### src/rtl/pool_pkg.sv
// Shared constants and types for the window-gather and pooling blocks.
package pool_pkg;
  localparam int DW           = 9;
  localparam int WIN          = 4;
  localparam int WIN_ELEMS    = 16;
  localparam int POOL_LATENCY = 4;

  typedef logic [DW-1:0]                 pix_t;
  typedef logic [WIN-1:0][DW-1:0]        row4_t;
  typedef logic [WIN_ELEMS-1:0][DW-1:0]  win_t;
endpackage

### src/rtl/pool_line_buffer.sv
// One feature-map row store: single write port, 4-wide combinational read.
module pool_line_buffer
  import pool_pkg::*;
#(
  parameter int IMG_W = 28,
  localparam int AW   = $clog2(IMG_W)
) (
  input  logic          clk,
  input  logic          we,
  input  logic [AW-1:0] waddr,
  input  pix_t          wdata,
  input  logic [AW-1:0] rbase,
  output row4_t         rdata
);

  // Contents are not reset; every location is rewritten before it is read.
  pix_t mem [IMG_W];

  // Pixel write.
  always_ff @(posedge clk) begin
    if (we) mem[waddr] <= wdata;
  end

  // Four consecutive columns starting at the window's left edge.
  always_comb begin
    rdata = '0;
    for (int c = 0; c < WIN; c++) rdata[c] = mem[rbase + AW'(c)];
  end

endmodule

### src/rtl/pool_window_gather.sv
// Gathers non-overlapping 4x4 windows from a raster pixel stream.
module pool_window_gather
  import pool_pkg::*;
#(
  parameter int IMG_W = 28,
  parameter int IMG_H = 28
) (
  input  logic                    clk,
  input  logic                    rst_n,
  input  logic                    in_valid,
  input  logic                    in_sof,
  input  logic [DW-1:0]           in_data,
  output logic [WIN_ELEMS*DW-1:0] feature_out,
  output logic                    window_valid,
  output logic                    pool_valid,
  output logic                    frame_done
);

  localparam int CW = $clog2(IMG_W);
  localparam int RW = $clog2(IMG_H);

  logic [CW-1:0]                 col_q, col_c, rd_base;
  logic [RW-1:0]                 row_q, row_c;
  logic                          last_col, last_row, trig;
  logic [WIN-2:0]                lb_we;
  logic [WIN-2:0][WIN-1:0][DW-1:0] lb_rd;
  logic [WIN-2:0][DW-1:0]        sr;      // sr[0] newest row-3 pixel
  win_t                          win, feat_q;
  logic [POOL_LATENCY:0]         vld_pipe;

  // Start-of-frame forces the current pixel to (0,0), dropping any partial frame.
  assign col_c    = in_sof ? '0 : col_q;
  assign row_c    = in_sof ? '0 : row_q;
  assign last_col = (col_c == CW'(IMG_W - 1));
  assign last_row = (row_c == RW'(IMG_H - 1));
  assign rd_base  = col_c & ~CW'(3);
  assign trig     = in_valid && (row_c[1:0] == 2'd3) && (col_c[1:0] == 2'd3);

  // Raster position counters, advancing only on accepted pixels.
  always_ff @(posedge clk) begin
    if (!rst_n) begin
      col_q <= '0;
      row_q <= '0;
    end else if (in_valid) begin
      if (last_col) begin
        col_q <= '0;
        row_q <= last_row ? '0 : row_c + RW'(1);
      end else begin
        col_q <= col_c + CW'(1);
        row_q <= row_c;
      end
    end
  end

  // Band rows 0..2 go to their own line store.
  always_comb begin
    lb_we = '0;
    for (int r = 0; r < WIN - 1; r++)
      lb_we[r] = in_valid && (row_c[1:0] == 2'(r));
  end

  for (genvar r = 0; r < WIN - 1; r++) begin : g_lb
    pool_line_buffer #(.IMG_W(IMG_W)) u_lb (
      .clk   (clk),
      .we    (lb_we[r]),
      .waddr (col_c),
      .wdata (in_data),
      .rbase (rd_base),
      .rdata (lb_rd[r])
    );
  end

  // Band row 3 only needs the last three pixels; the fourth is in_data itself.
  always_ff @(posedge clk) begin
    if (in_valid && (row_c[1:0] == 2'd3)) sr <= {sr[WIN-3:0], in_data};
  end

  // Assemble the window from the line stores, the shift register and in_data.
  always_comb begin
    win = '0;
    for (int r = 0; r < WIN - 1; r++)
      for (int c = 0; c < WIN; c++)
        win[r*WIN + c] = lb_rd[r][c];
    for (int c = 0; c < WIN - 1; c++)
      win[(WIN-1)*WIN + c] = sr[WIN-2-c];
    win[WIN_ELEMS-1] = in_data;
  end

  // Window register (held between windows) and frame-end pulse.
  always_ff @(posedge clk) begin
    if (!rst_n) begin
      feat_q     <= '0;
      frame_done <= 1'b0;
    end else begin
      if (trig) feat_q <= win;
      frame_done <= in_valid && last_col && last_row;
    end
  end

  // Valid shift register: stage 0 is window_valid, last stage aligns with the pooler.
  always_ff @(posedge clk) begin
    if (!rst_n) vld_pipe <= '0;
    else        vld_pipe <= {vld_pipe[POOL_LATENCY-1:0], trig};
  end

  assign feature_out  = feat_q;
  assign window_valid = vld_pipe[0];
  assign pool_valid   = vld_pipe[POOL_LATENCY];

endmodule

### config.mk
export PLATFORM = sky130hd
export DESIGN_NAME = pool_window_gather
export DESIGN_NICKNAME = d
export VERILOG_FILES = /design/src/rtl/pool_pkg.sv /design/src/rtl/pool_line_buffer.sv /design/src/rtl/pool_window_gather.sv
export SDC_FILE = /design/constraint.sdc
export NUM_CORES = 1
export LEC_CHECK = 0
export ABC_AREA = 1
export BUFFER_PORTS_ARGS = -buffer_cell sky130_fd_sc_hd__buf_2
export CAP_MARGIN = 10
export CORE_ASPECT_RATIO = 0.75
export CORE_MARGIN = 2
export CORE_UTILIZATION = 55
export CTS_CLUSTER_DIAMETER = 60
export CTS_CLUSTER_SIZE = 14
export DETAILED_ROUTE_END_ITERATION = 16
export GPL_TIMING_DRIVEN = 0
export PLACE_DENSITY_LB_ADDON = 0.3
export SLEW_MARGIN = 0
export SYNTH_ARGS = -nofsm -noshare
export SYNTH_HDL_FRONTEND = slang
export SYNTH_SLANG_ARGS = --single-unit
### constraint.sdc
create_clock -name clk -period 7 [get_ports clk]
set_input_delay 0.35 -clock clk [delete_from_list [all_inputs] [get_ports clk]]
set_output_delay 0.35 -clock clk [all_outputs]
set_load 0.02 [all_outputs]
Yosys cells after proc, flatten, opt, wreduce, memory -nomap -nowiden

Memory sizes are Yosys's and may differ from the RTL's. A register that Yosys moved wholly into a read port is not among the register bits.
Index checks and enable logic that the tools add are counted.

$add $sub $neg: 5
Equal/unequal tests: 6
Mux-type cells: 11
Reductions and logical operators: 20

Operators with widths:

| kind                | count |
|---|---|
| $mux 5              | 5 |
| $add 5x1->5 const B | 3 |
| $logic_not 1->1     | 12 |
| $add 5x2->5 const B | 2 |
| $eq 5x5->1 const B  | 2 |
| $logic_and 1x1->1   | 7 |
| $eq 2x2->1 const B  | 3 |
| $mux 1              | 6 |
| $eq 2x1->1 const B  | 1 |
| $logic_not 2->1     | 1 |

Bits in registers: 79
Memory bits (writable): 756
Word-level logic and storage cells: 56
Memories kept: 3

Memories:

| name             | words | width | rd ports | clocked after Yosys merged registers in | write ports | RTL line               | source |
|---|---|---|---|---|---|---|---|
| g_lb[0].u_lb.mem | 28    | 9     | 4        | 4                                       | 1           | pool_line_buffer.sv:17 | `pix_t mem [IMG_W];` |
| g_lb[1].u_lb.mem | 28    | 9     | 4        | 4                                       | 1           | pool_line_buffer.sv:17 |  |
| g_lb[2].u_lb.mem | 28    | 9     | 4        | 4                                       | 1           | pool_line_buffer.sv:17 |  |

Logic depth before layout (Yosys ltp)

Depth after elaboration: 5
Mapped depth: 11

Modules after synthesis

From an unflattened synthesis, not the netlist that was laid out.

Cell total of the unflattened synthesis: 7071
Area total of the unflattened synthesis: 54527.3 um2

By module, submodules not included:

| module             | instances | cells an instance | area an instance (um2) |
|---|---|---|---|
| pool_line_buffer   | 3         | 2093              | 15711.3 |
| pool_window_gather | 1         | 792               | 7393.3 |

Worst setup path before layout

OpenSTA, ideal clock, no wires.

Path kind: input to register
Start point: input in_valid
End point: register feat_q, in the netlist feature_out[0] (read register of g_lb[0].u_lb.mem)
Setup time: 117 ps
Arrival: 2696 ps
Slack: 4187 ps
Stages: 10
Cell sequence: clkinv_1 -> nor2_1 -> nand2_1 -> buf_2 -> inv_4 -> buf_4 -> buf_2 -> nand2_1 -> nor2_1 -> nor2_1

Longest elaborated chain between the ends: 2

RTL lines:

| what                           | RTL line                 | source |
|---|---|---|
| start, declared                | pool_window_gather.sv:10 | `input logic in_valid,` |
| $logic_and 1x1->1 (2 in a row) | pool_window_gather.sv:37 | `assign trig = in_valid && (row_c[1:0] == 2'd3) && (col_c[1:0] == 2'd3);` |
| end, declared                  | pool_window_gather.sv:28 | `win_t win, feat_q;` |

Every way passes these cells.
A chain may end at the register's enable or synchronous reset.

Final worst setup path

Start point: register col_q[3]
End point: memory g_lb[2].u_lb.mem[22][2] (netlist name) (enable)

Longest elaborated chain between the ends: 1

RTL lines:

| what                   | RTL line                 | source |
|---|---|---|
| start, declared        | pool_window_gather.sv:22 | `logic [CW-1:0] col_q, col_c, rd_base;` |
| start signal, assigned | pool_window_gather.sv:49 | `col_q <= col_c + CW'(1);` |
| $mux 5                 | pool_window_gather.sv:32 | `assign col_c = in_sof ? '0 : col_q;` |
| end, declared          | pool_line_buffer.sv:17   |  |

Every way passes these cells.

==> reports/metrics.cfg <==
[route]
routed_wire_length_per_instance_um = 24.2
vias_per_cell = 5.89
drt-total-wl_um = 103000
drc = 0
firstDrtPassIters = 6
vias = 25200
drtAntennaViolNets = 0
drtIter0Drc = 3717

[floorplan]
die-height_um = 226
core_area_um2 = 65100
start_util_pct = 55.5
die_x_um = 300
io_pins = 160
fp.dieArea_um2 = 67700
num_rows = 81

[sta]
whs_ns = 0.169
rsz0062_at_grt = false
fin_skew_ns = 0.0219
slew_headroom_pct = 14.3
setup_viol = 0
final_hold_viol_count = 0
post-route-period-util_pct = 54.0
tns_ns = 0
period_minus_slack_ns = 3.78
fmax_mhz = 265
slew_violations = 0
tightest_slew_ns = 1.28

[finish]
final_common_cell = edfxtp_1
nets = 3357
final_cell_mix = 783 x edfxtp_1, 770 x nand2_1, 384 x nor2_1
postLayoutCellArea_um2 = 40600
drive_gt1_share_pct = 10.8
n_fill_cell = 5013
finalNonFillerCells = 4274
areaGrowthSynthToFinish_pct = 12.4

[synth]
yosys.area_share.adder_pct = 0.139
yosysSeqAreaShare_pct = 74.0
ys_ff_latch = 943
yosys-mux-area-fraction_pct = 0
syn_avg_cell_area_um2 = 11.7
synth.distinct_cells = 32
synth_edf_count = 783
synth-compound-area-share_pct = 7.68
syn_area_um2 = 36100
syn_nets = 3105
synthCells = 3088
synthArstFlopShare_pct = 0
ys.warnings.count = 0
synthXorXnorAreaFrac_pct = 0.0728
ys.flop_type = edfxtp_1
synth_top_family_by_area = simple AND/OR/NAND/NOR gates
synth-simple-area-share_pct = 15.5

[clocking]
cts_inserted_buffers = 78
clk_latency_ns = 0.64
htreeDepth = 3
clockBufferDepth = 3
cts_setup_buffers = 0
tritoncts = yes
cts_hold_buf = 0
cts_root_buf = clkbuf_16
cts_num_sinks = 943
cts_resized = 0
path_clk_slew_ns = 0.06

[placed_design]
portBuffers = 158
place_hpwl_um = 68900
finalWeightedCongestion = 0.921
dp.cells = 4129
placedInstanceArea_um2 = 38300

[setup_path]
worstPathRequired_ns = 7.24
arrival_ns = 4.02
cpPeakStageDelay_ns = 0.98
cp-end-kind = flop
cp_num_buf_inv = 3
critPathTopFamily = simple AND/OR/NAND/NOR gates
cp-start-kind = flop
worstSetupPathType = flop to flop
critical_path.max_fanout = 10
path_cells = inv_2 > clkbuf_1 > clkbuf_1 > nand2_1 > nor2_1 > nand2_1 > nor2_1
crit_slowest_cell = nor2_1

[power]
p_per_area_nw_per_um2 = 254
leakagePower_nw = 14.5
ir_drop_mv = 0.168
totalPowerFinal_mw = 10.3

[status]
status = completed

[grt]
grt_use_total_pct = 30.6
first_global_vias = 23600
grt_overflow = 0
antenna_found_initial = 2
grt_pass1_wl_um = 150000
grt_max_degree = 87

[run]
max_cap_violations = 0

[worst_hold_path]
hp-class = primary input to flop

[cell type report]
class	instances	area, µm²	share of cell area, %
flip-flops and latches	943	26700	65.8
multi-input cells	1932	8480	20.9
clock buffers	135	2210	5.44
well taps	871	1090	2.69
repair buffers	172	1080	2.67
plain buffers	190	847	2.09
inverters	23	88.8	0.219
clock inverters	7	68.8	0.170
diodes	1	2.50	0.00617
[metrics by stage]
stage                     setup slack [ns]  utilization [%]
after global placement                2.27             58.4
after global routing                  3.14             62.4
after CTS                             3.33             62.3
after detailed placement              3.31             58.8
final                                 3.22             62.4
after floorplan                       4.19                -
[state kept, by name (all words and copies together) (netlist names)]
register	flops
col_q	5
feature_out	144
frame_done	1
g_lb.u_lb.mem	756
row_q	5
sr	27
vld_pipe	5
[cell families (layout without fill, tap and decap cells)]
family	Yosys count	in the layout
adder cells (fa/ha/maj)	4	4
other	0	1
XOR/XNOR	3	3
buffers and inverters	213	527
AND/OR/NAND/NOR	1394	1394
AO/OA/AOI/OAI	531	531
flip-flops	943	943
[synth_stat cells (2+ instances only)]
master	instances	area, µm²
edfxtp_1	783	23500
nand2_1	770	2890
nor2_1	386	1450
o21ai_0	241	1210
nand3_1	179	896
dfxtp_1	160	3200
o21ai_1	125	626
a21oi_1	118	591
clkbuf_1	97	364
buf_2	73	365
o211ai_1	46	345
or2_0	38	238
inv_1	15	56.3
buf_4	10	75.1
buf_1	6	22.5
inv_2	6	22.5
nor3_1	6	30.0
clkbuf_2	4	20.0
ha_1	4	50.1
or2_1	4	25.0
or2_2	4	25.0
nand2_2	2	12.5
xor2_1	2	17.5
[where the power goes]
part	internal [mW]	total, mW	switching, mW
registers	6.07	6.07	0.00209
logic	0.0284	0.161	0.133
clock network	2.15	4.10	1.94
[per-layer routing]
| metal | vias to the layer above | GRT usage [%] | part of all wire [%] |
|---|---|---|---|
| met4 | 0 | 9.85 | 3.0 |
| met3 | 184 | 5.45 | 10 |
| li1 | 11300 | - | - |
| met5 | - | 0 | 0 |
| met2 | 1398 | 46.1 | 45 |
| met1 | 12400 | 45.4 | 42 |
[worst paths after layout]
kind / startpoint / endpoint / slack (ns) / cells past startpoint
worst max-delay path: col_q[3] / g_lb[2].u_lb.mem[22][2] / 3.22 / 7
worst min-delay path: in_data[6] / g_lb[2].u_lb.mem[23][6] / 0.17 / 1
worst max register to register: col_q[3] / g_lb[2].u_lb.mem[22][2] / 3.22 / 7
worst min register to register: vld_pipe[1] / vld_pipe[2] / 0.42 / 2
Note: power is estimated with default switching activity, not from simulation.
